--- config.mk ---
export PLATFORM = sky130hd
export DESIGN_NAME = clock_display_scanner
export DESIGN_NICKNAME = d
export VERILOG_FILES = /design/src/rtl/clock_display_scanner.sv
export SDC_FILE = /design/constraint.sdc
export NUM_CORES = 1
export LEC_CHECK = 0
export CAP_MARGIN = 20
export CORE_UTILIZATION = 35
export DETAILED_ROUTE_END_ITERATION = 6
export SKIP_CTS_REPAIR_TIMING = 1
export SYNTH_ARGS = -nofsm -noshare
export SYNTH_HDL_FRONTEND = slang
export SYNTH_SLANG_ARGS = --single-unit
--- constraint.sdc ---
create_clock -name clock -period 7.8 [get_ports clock]
set_clock_uncertainty 0.15 [all_clocks]
set_input_delay 1.56 -clock clock [delete_from_list [all_inputs] [get_ports clock]]
set_output_delay 1.56 -clock clock [all_outputs]
set_load 0.02 [all_outputs]
--- src/rtl/clock_display_scanner.sv ---
// Six-digit multiplexed seven-segment scanner for the clock core.
// Frame-coherent input snapshot, per-slot dead time, field blinking.
module clock_display_scanner #(
  parameter int CLK_FREQ    = 1000000,
  parameter int SCAN_DIV    = 1000,
  parameter int DEAD_CYCLES = 2,
  parameter int BLINK_DIV   = 250000
) (
  input  logic       clock,
  input  logic       reset,
  input  logic       enabled,
  input  logic [5:0] l0_in,
  input  logic [5:0] l1_in,
  input  logic [5:0] l2_in,
  input  logic [2:0] blink_mask,
  output logic [5:0] an_out,
  output logic [6:0] seg_out,
  output logic       dp_out
);

  localparam int SW = (SCAN_DIV > 1) ? $clog2(SCAN_DIV) : 1;
  localparam int BW = (BLINK_DIV > 1) ? $clog2(BLINK_DIV) : 1;
  localparam logic [SW-1:0] SCAN_MAX = SW'(SCAN_DIV - 1);
  localparam logic [SW-1:0] DEAD = SW'(DEAD_CYCLES);
  localparam logic [BW-1:0] BLINK_MAX = BW'(BLINK_DIV - 1);

  if (SCAN_DIV < 4 || DEAD_CYCLES >= SCAN_DIV ||
      BLINK_DIV < 1 || CLK_FREQ < 1) begin : g_param_err
    $error("clock_display_scanner: bad parameters");
  end

  logic [SW-1:0] scan_q, scan_d;
  logic [2:0]    idx_q, idx_d;
  logic [BW-1:0] bcnt_q, bcnt_d;
  logic          phase_q, phase_d;
  logic [5:0]    s0_q, s1_q, s2_q;
  logic [5:0]    an_q, an_d;
  logic [6:0]    seg_q, seg_d;
  logic          dp_q, dp_d;

  logic       scan_wrap, frame_wrap, blink_wrap;
  logic [5:0] val;
  logic [5:0] tens, ones;
  logic [3:0] digit;
  logic       blank;

  function automatic logic [6:0] seg_of(input logic [3:0] d);
    logic [6:0] s;
    case (d)
      4'd0:    s = 7'b1000000;
      4'd1:    s = 7'b1111001;
      4'd2:    s = 7'b0100100;
      4'd3:    s = 7'b0110000;
      4'd4:    s = 7'b0011001;
      4'd5:    s = 7'b0010010;
      4'd6:    s = 7'b0000010;
      4'd7:    s = 7'b1111000;
      4'd8:    s = 7'b0000000;
      4'd9:    s = 7'b0010000;
      default: s = 7'b1111111;
    endcase
    return s;
  endfunction

  always_comb begin
    scan_wrap  = (scan_q == SCAN_MAX);
    frame_wrap = scan_wrap && (idx_q == 3'd5);
    blink_wrap = (bcnt_q == BLINK_MAX);
    scan_d  = scan_wrap ? '0 : scan_q + 1'b1;
    idx_d   = idx_q;
    if (frame_wrap)
      idx_d = 3'd0;
    else if (scan_wrap)
      idx_d = idx_q + 3'd1;
    bcnt_d  = blink_wrap ? '0 : bcnt_q + 1'b1;
    phase_d = phase_q ^ blink_wrap;

    case (idx_q[2:1])
      2'd0: begin
        val   = s0_q;
        blank = blink_mask[0] && phase_q;
      end
      2'd1: begin
        val   = s1_q;
        blank = blink_mask[1] && phase_q;
      end
      default: begin
        val   = s2_q;
        blank = blink_mask[2] && phase_q;
      end
    endcase
    tens  = val / 6'd10;
    ones  = val % 6'd10;
    digit = idx_q[0] ? tens[3:0] : ones[3:0];

    // Segments follow the slot even while the anode is blanked.
    an_d  = (scan_q < DEAD) ? 6'h3f : ~(6'd1 << idx_q);
    seg_d = blank ? 7'h7f : seg_of(digit);
    dp_d  = blank || !(idx_q == 3'd2 || idx_q == 3'd4);
  end

  always_ff @(posedge clock) begin
    if (!reset) begin
      scan_q  <= '0;
      idx_q   <= '0;
      bcnt_q  <= '0;
      phase_q <= 1'b0;
      s0_q    <= '0;
      s1_q    <= '0;
      s2_q    <= '0;
      an_q    <= 6'h3f;
      seg_q   <= 7'h7f;
      dp_q    <= 1'b1;
    end else if (!enabled) begin
      an_q  <= 6'h3f;
      seg_q <= 7'h7f;
      dp_q  <= 1'b1;
    end else begin
      scan_q  <= scan_d;
      idx_q   <= idx_d;
      bcnt_q  <= bcnt_d;
      phase_q <= phase_d;
      if (frame_wrap) begin
        s0_q <= l0_in;
        s1_q <= l1_in;
        s2_q <= l2_in;
      end
      an_q  <= an_d;
      seg_q <= seg_d;
      dp_q  <= dp_d;
    end
  end

  assign an_out  = an_q;
  assign seg_out = seg_q;
  assign dp_out  = dp_q;

endmodule

Yosys cells after proc, flatten, opt, wreduce, memory -nomap -nowiden
Memory sizes are Yosys's and may differ from the RTL's. A register that Yosys moved wholly into a read port is not among the register bits.
Cells that the tools add are included.
Widths: inputs -> output; s select.

word-level totals
  bits in registers = 57
  ROM bits = 112
  input bits = 24
  output and inout port bits = 14
  word-level logic and storage cells = 48
  memories = 1

memories
  name              depth  width  read ports  clocked after memory_dff  write ports  line  RTL
  (name not given)  16     7      1           1                         0            49    case (d)

operators by class
  $add $sub $neg = 3
  div/mod/pow operators = 2
  $lt $le $gt $ge = 1
  eq/ne operators = 6
  shift-type cells = 1
  multiplexer cells = 7
  bitwise operators = 4
  reductions and logical operators = 14

operator list
  cell                   number
  $add 18x1->18 const B  1
  $eq 18x18->1 const B   1
  $mux 18                1
  $pmux 6 s2             1
  $add 10x1->10 const B  1
  $eq 10x10->1 const B   1
  $lt 10x2->1 const B    1
  $mux 10                1
  $div 6x4->6 const B    1
  $eq 3x3->1 const B     2
  $mod 6x4->6 const B    1
  $mux 3                 2
  $not 6->6              1
  $reduce_and 2->1       3
  $reduce_or 3->1        2
  $shl 1x3->6 const A    1
  $logic_and 1x1->1      4
  $mux 4                 1
  $add 3x1->3 const B    1
  $eq 3x2->1 const B     1
  $eq 2x1->1 const B     1
  $logic_not 2->1        1
  $logic_or 1x1->1       2
  $not 1->1              2
  other kinds (4)        4

Logic depth before layout (Yosys ltp)
  depth after elaboration = 4
  mapped depth = 16
  depth with buffers taken out = 14

Least setup slack after synthesis
Ideal clock, no wire load.

  path type = register -> register
  from = register idx_q[1]
  to = register seg_q[3], in the netlist seg_out[3]
  library setup time = 74 ps
  arrival = 3150 ps
  slack = 4425 ps
  cell stages (with the launch flop) = 14
  buffers on the path = 1
  clock period less this slack = 3375 ps
  cell sequence = dfxtp_1 -> buf_6 -> mux2_4 -> o21ai_4 -> inv_1 -> ha_1 -> nor2_1 -> o31a_1 -> o221a_2 -> or4_1 -> nand3_2 -> ha_1 -> nand2b_1 -> a31oi_1

between the ends
  cells in the longest elaborated chain, start to end = 4
  elaborated cells between the ends (all ways) = 8

RTL lines
  element                                               line    RTL
  from (decl)                                           33      logic [2:0] idx_q, idx_d;
  from (signal assigned)                                120     idx_q <= idx_d;
  $eq 2x1->1 / $logic_not 2->1 (equally long branches)  78      case (idx_q[2:1])
  $pmux 6 s2                                            78
  $mod 6x4->6 / $div 6x4->6 (equally long branches)     93, 92
  $mux 4                                                94      digit = idx_q[0] ? tens[3:0] : ones[3:0];
  to (decl)                                             38      logic [6:0] seg_q, seg_d;

Several ways; a longest one is shown, not always the timed one.
A chain may end at the register's enable or synchronous reset.

Final worst setup path
  from = input enabled
  to = register s0_q[2]

between the ends
  cells in the longest elaborated chain, start to end = 1

RTL lines
  element                            line  RTL
  from (decl)                        11    input logic enabled,
  $reduce_and 2->1 (no source line)  -
  to (signal assigned)               124   s0_q <= l0_in;
  to (decl)                          36    logic [5:0] s0_q, s1_q, s2_q;

Every way passes these cells.

==> results.md <==
| Stage | Result | This run |
|---|---|---|
| logic synthesis | Post-synthesis adder-cell area fraction | 0.0352 |
| detailed routing | Drt first-iter violations | 82 |
| placed design | Dpl ws | 3.33 ns |
| logic synthesis | Ranking of synthesized cells by area | dfxtp_1, nand2_1, nor2_1 |
| cells and area | Diode count | 0 |
| logic synthesis | Post-synth top flop | dfxtp_1 |
| sta | Unrepaired setup endpoints after global routing | false |
| cts | Worst-Skew Late Latency | 0.34 ns |
| sta | Final number of hold-violating endpoints | 0 |
| detailed routing | Count of antenna-violating nets left after detailed routing | 0 |
| logic synthesis | Number of warnings printed during yosys synthesis | 0 |
| cells and area | Filler cell count in the final layout | 851 |
| sta | Setup TNS | 0 ns |
| setup path | Startpoint kind of the worst setup timing path | primary input |
| cells and area | Signed area change from the synthesized netlist to the final layout | 19.2% |
| floorplanning | Height of the die | 97.6 um |
| cells and area | Layout Cell Area excl Fill | 3810 um^2 |
| sta | Fin crit share | 0.527 |
| sta | Total count of max-transition violations in the final report | 0 |
| sta | Relative slew slack | 0.457 |
| logic synthesis | Cell area after synthesis | 3200 um^2 |
| cts | Clock net sink count | 64 |
| logic synthesis | Post-synth top area cell | dfxtp_1 |
| logic synthesis | Cell types with the highest counts after synthesis | dfxtp_1, nand2_1, nor2_1, a21boi_0 |
| setup path | Critical-path cell list | clkdlybuf4s50_1 > nand3_1 > nor3_1 > nand3_1 > nand2_1 > a21boi_0 |
| detailed routing | Final wirelength | 6470 um |
| grt | Number of global-route vias before repair | 2,468 |
| hold path | Class of the tightest hold or removal check | reg -> reg |
| logic synthesis | Multiplexer share of the synthesized area | 0.0630 |
| sta | Final worst path period need | 4.11 ns |
| placed design | Number of buffers inserted by port buffering | 37 |
| cts | Max H-tree Level | 3 |
| placed design | Final RePlAce weighted congestion | 0.766 |
| placed design | Cell area reported after detailed placement | 3620 um^2 |
| power | Maximum VDD drop | 0.116 mV |
| logic synthesis | Complex-gate fraction of the synthesized area | 0.143 |
| setup path | Combined buffer and inverter count along the critical path | 1 |
| grt | Number of antenna violations at the first check in global routing | 0 |
| detailed routing | Detailed-route vias per instance | 4.98 |
| logic synthesis | Fraction of registers with async set or reset after synthesis | 0 |
| setup path | Peak per-stage delay on the critical path | 0.74 ns |
| power | Power per cell area | 170 nW/um^2 |
| sta | Count of endpoints failing setup in the final report | 0 |
| setup path | Library cell contributing the largest single delay on the critical path | clkdlybuf4s50_1 |
| sta | Transition time at the pin with the least slew margin | 0.809 ns |
| setup path | Most numerous cell on the critical path | nand3_1 |
| logic synthesis | Count of flip-flops with a built-in enable after synthesis | 0 |
| logic synthesis | Number of flip-flops and latches in the synthesized netlist | 64 |
| logic synthesis | Area fraction in and, or, nand and nor cells after synthesis | 0.245 |
| grt | Largest net degree at the start of global routing | 27 |
| cts | Buffer depth of the longest clock path | 2 |
| grt | Overall global routing resource usage | 0.143 |
| grt | First-pass GRT wire length | 11,100 um |
| cells and area | Sequential cell area | 1280 um^2 |
| floorplanning | DIE AREA | 9520 um^2 |
| hold path | Worst Hold Launch | s1_q[1] |
| detailed routing | Overall via count from detail_route | 2,556 |
| detailed routing | Residual DRC count | 0 |
| grt | Total congestion overflow after global routing | 0 |
| setup path | Reg2reg start | idx_q[1] |
| cells and area | Share of post-route cells with drive strength above 1 | 0.0889 |
| floorplanning | Total core area | 8760 um^2 |
| floorplanning | Num rows | 34 |
| detailed routing | Number of iterations in the first detailed-routing pass | 4 |
| outcome | Result of the run | completed |
| cts | Buffer type at the clock tree root | clkbuf_8 |
| placed design | Placed wire-length estimate after detailed placement | 4580 um |
| floorplanning | Top-Level Pins | 38 |
| job | Reported max-cap violation count | 0 |
| logic synthesis | Yosys top cell area share | 0.401 |
| power | Leakage component of the power | 1.36 nW |
| logic synthesis | Synthesized netlist cell count | 366 |
| sta | Final WS setup | 3.69 ns |
| cts | CTS clock-pin slew for the worst setup and hold paths | 0.07 ns |
| sta | Max Freq | 243 MHz |
| cts | CTS tree | done |
| logic synthesis | Synthesized area per cell | 8.74 um^2 |
| setup path | Maximum fanout encountered on the critical timing path | 19 |
| setup path | WP data arrival | 4.17 ns |
| logic synthesis | Synthesized Nets | 399 |
| setup path | Critical Path RT | 7.86 ns |
| logic synthesis | Combinational family with the most area after synthesis | simple AND/OR/NAND/NOR gates |
| logic synthesis | Post-synthesis share of cell area spent on xor and xnor gates | 0.0739 |
| setup path | CP Capture Type | flop |
| setup path | Startpoint of the worst setup timing path | enabled |
| floorplanning | Initial core utilization | 0.365 |
| setup path | Crit path kind | in -> reg |
| cells and area | Area taken by multi-input logic gates | 1790 um^2 |
| floorplanning | Width of the die | 97.6 um |
| cells and area | # nets final | 433 |
| cts | Clock buffers created by TritonCTS | 9 |
| setup path | Kind of cell with the highest combined delay on the critical path | simple AND/OR/NAND/NOR gates |
| detailed routing | Routed wirelength normalized by instance count | 12.6 um |
| logic synthesis | Sequential fraction of the synthesis area | 0.401 |
| logic synthesis | Count of cell types in the netlist | 58 |
## path summary, 6_finish.rpt
kind | to | slack (ns) | depth (start not counted)
setup / recovery | s0_q[2] | 3.69 | 6
hold / removal | s1_q[1] | 0.32 | 2
setup reg to reg | seg_out[3] | 3.91 | 12
hold reg to reg | s1_q[1] | 0.32 | 2
## power breakdown
group          internal (mW)  switching, mW
registers              0.331        0.00262
clock network          0.147          0.134
logic                 0.0190         0.0138
total                  0.497          0.150
## through the flow
stage	instances	power [mW]	utilization	hold WS, ns
global placement	497	0.374	0.413	0.303
CTS	513	0.653	0.435	0.323
floorplan	366	0.355	-	0.287
detailed placement	497	0.374	0.413	0.310
finish	513	0.647	0.435	0.321
global route	513	0.672	0.435	0.340
## state kept, by name (all words and copies together) (netlist names), 3 cells and up
register and flops:
seg_out 7, s1_q 6, s2_q 6, an_out 6, bcnt_q 18, idx_q 3
s0_q 6, scan_q 10
## worst min-delay path, cell delays in order, from the launching register on
cell and delay, ns:
dfxtp_1 0.31, nand2_1 0.05, a21boi_0 0.06
## kinds of logic after synthesis
group	after synthesis
flops	64
fa+ha+maj	9
buf+inv	24
simple gates	165
mux	16
compound gates	61
xor+xnor	27
## layout make-up
type / count / share of cell area
multi-input combinational: 278 / 0.469
inverter: 10 / 0.0105
tap: 108 / 0.0354
clock inverter: 7 / 0.0190
clock buffer: 9 / 0.0325
timing repair buffer: 37 / 0.0971
sequential: 64 / 0.336
## layer usage
layer	up-vias	wire, um	track usage
li1	1330	-	-
met1	1173	3120	0.177
met2	45	3020	0.236
met3	8	239	0.0381
met4	0	80	0.0520
met5	-	0	0
## placed cells by master (no fill, tap or decap), types with 3 or more instances in the layout
| master | synthesis | final |
|---|---|---|
| a21boi_0 | 18 | 18 |
| a21o_1 | 4 | 4 |
| a21oi_1 | 8 | 8 |
| a31oi_1 | 3 | 3 |
| and2_1 | 6 | 6 |
| clkbuf_8 | 0 | 9 |
| clkdlybuf4s50_1 | 0 | 37 |
| dfxtp_1 | 64 | 64 |
| ha_1 | 9 | 9 |
| inv_1 | 8 | 8 |
| mux2i_1 | 9 | 9 |
| nand2_1 | 64 | 64 |
| nand2b_1 | 3 | 3 |
| nand3_1 | 16 | 16 |
| nand4_1 | 7 | 7 |
| nor2_1 | 41 | 41 |
| nor2b_1 | 5 | 5 |
| nor3_1 | 4 | 4 |
| nor4_1 | 4 | 4 |
| o21ai_0 | 8 | 8 |
| xnor2_1 | 16 | 16 |
| xor2_1 | 11 | 11 |
No activity file was read; power rests on OpenSTA's default activity.
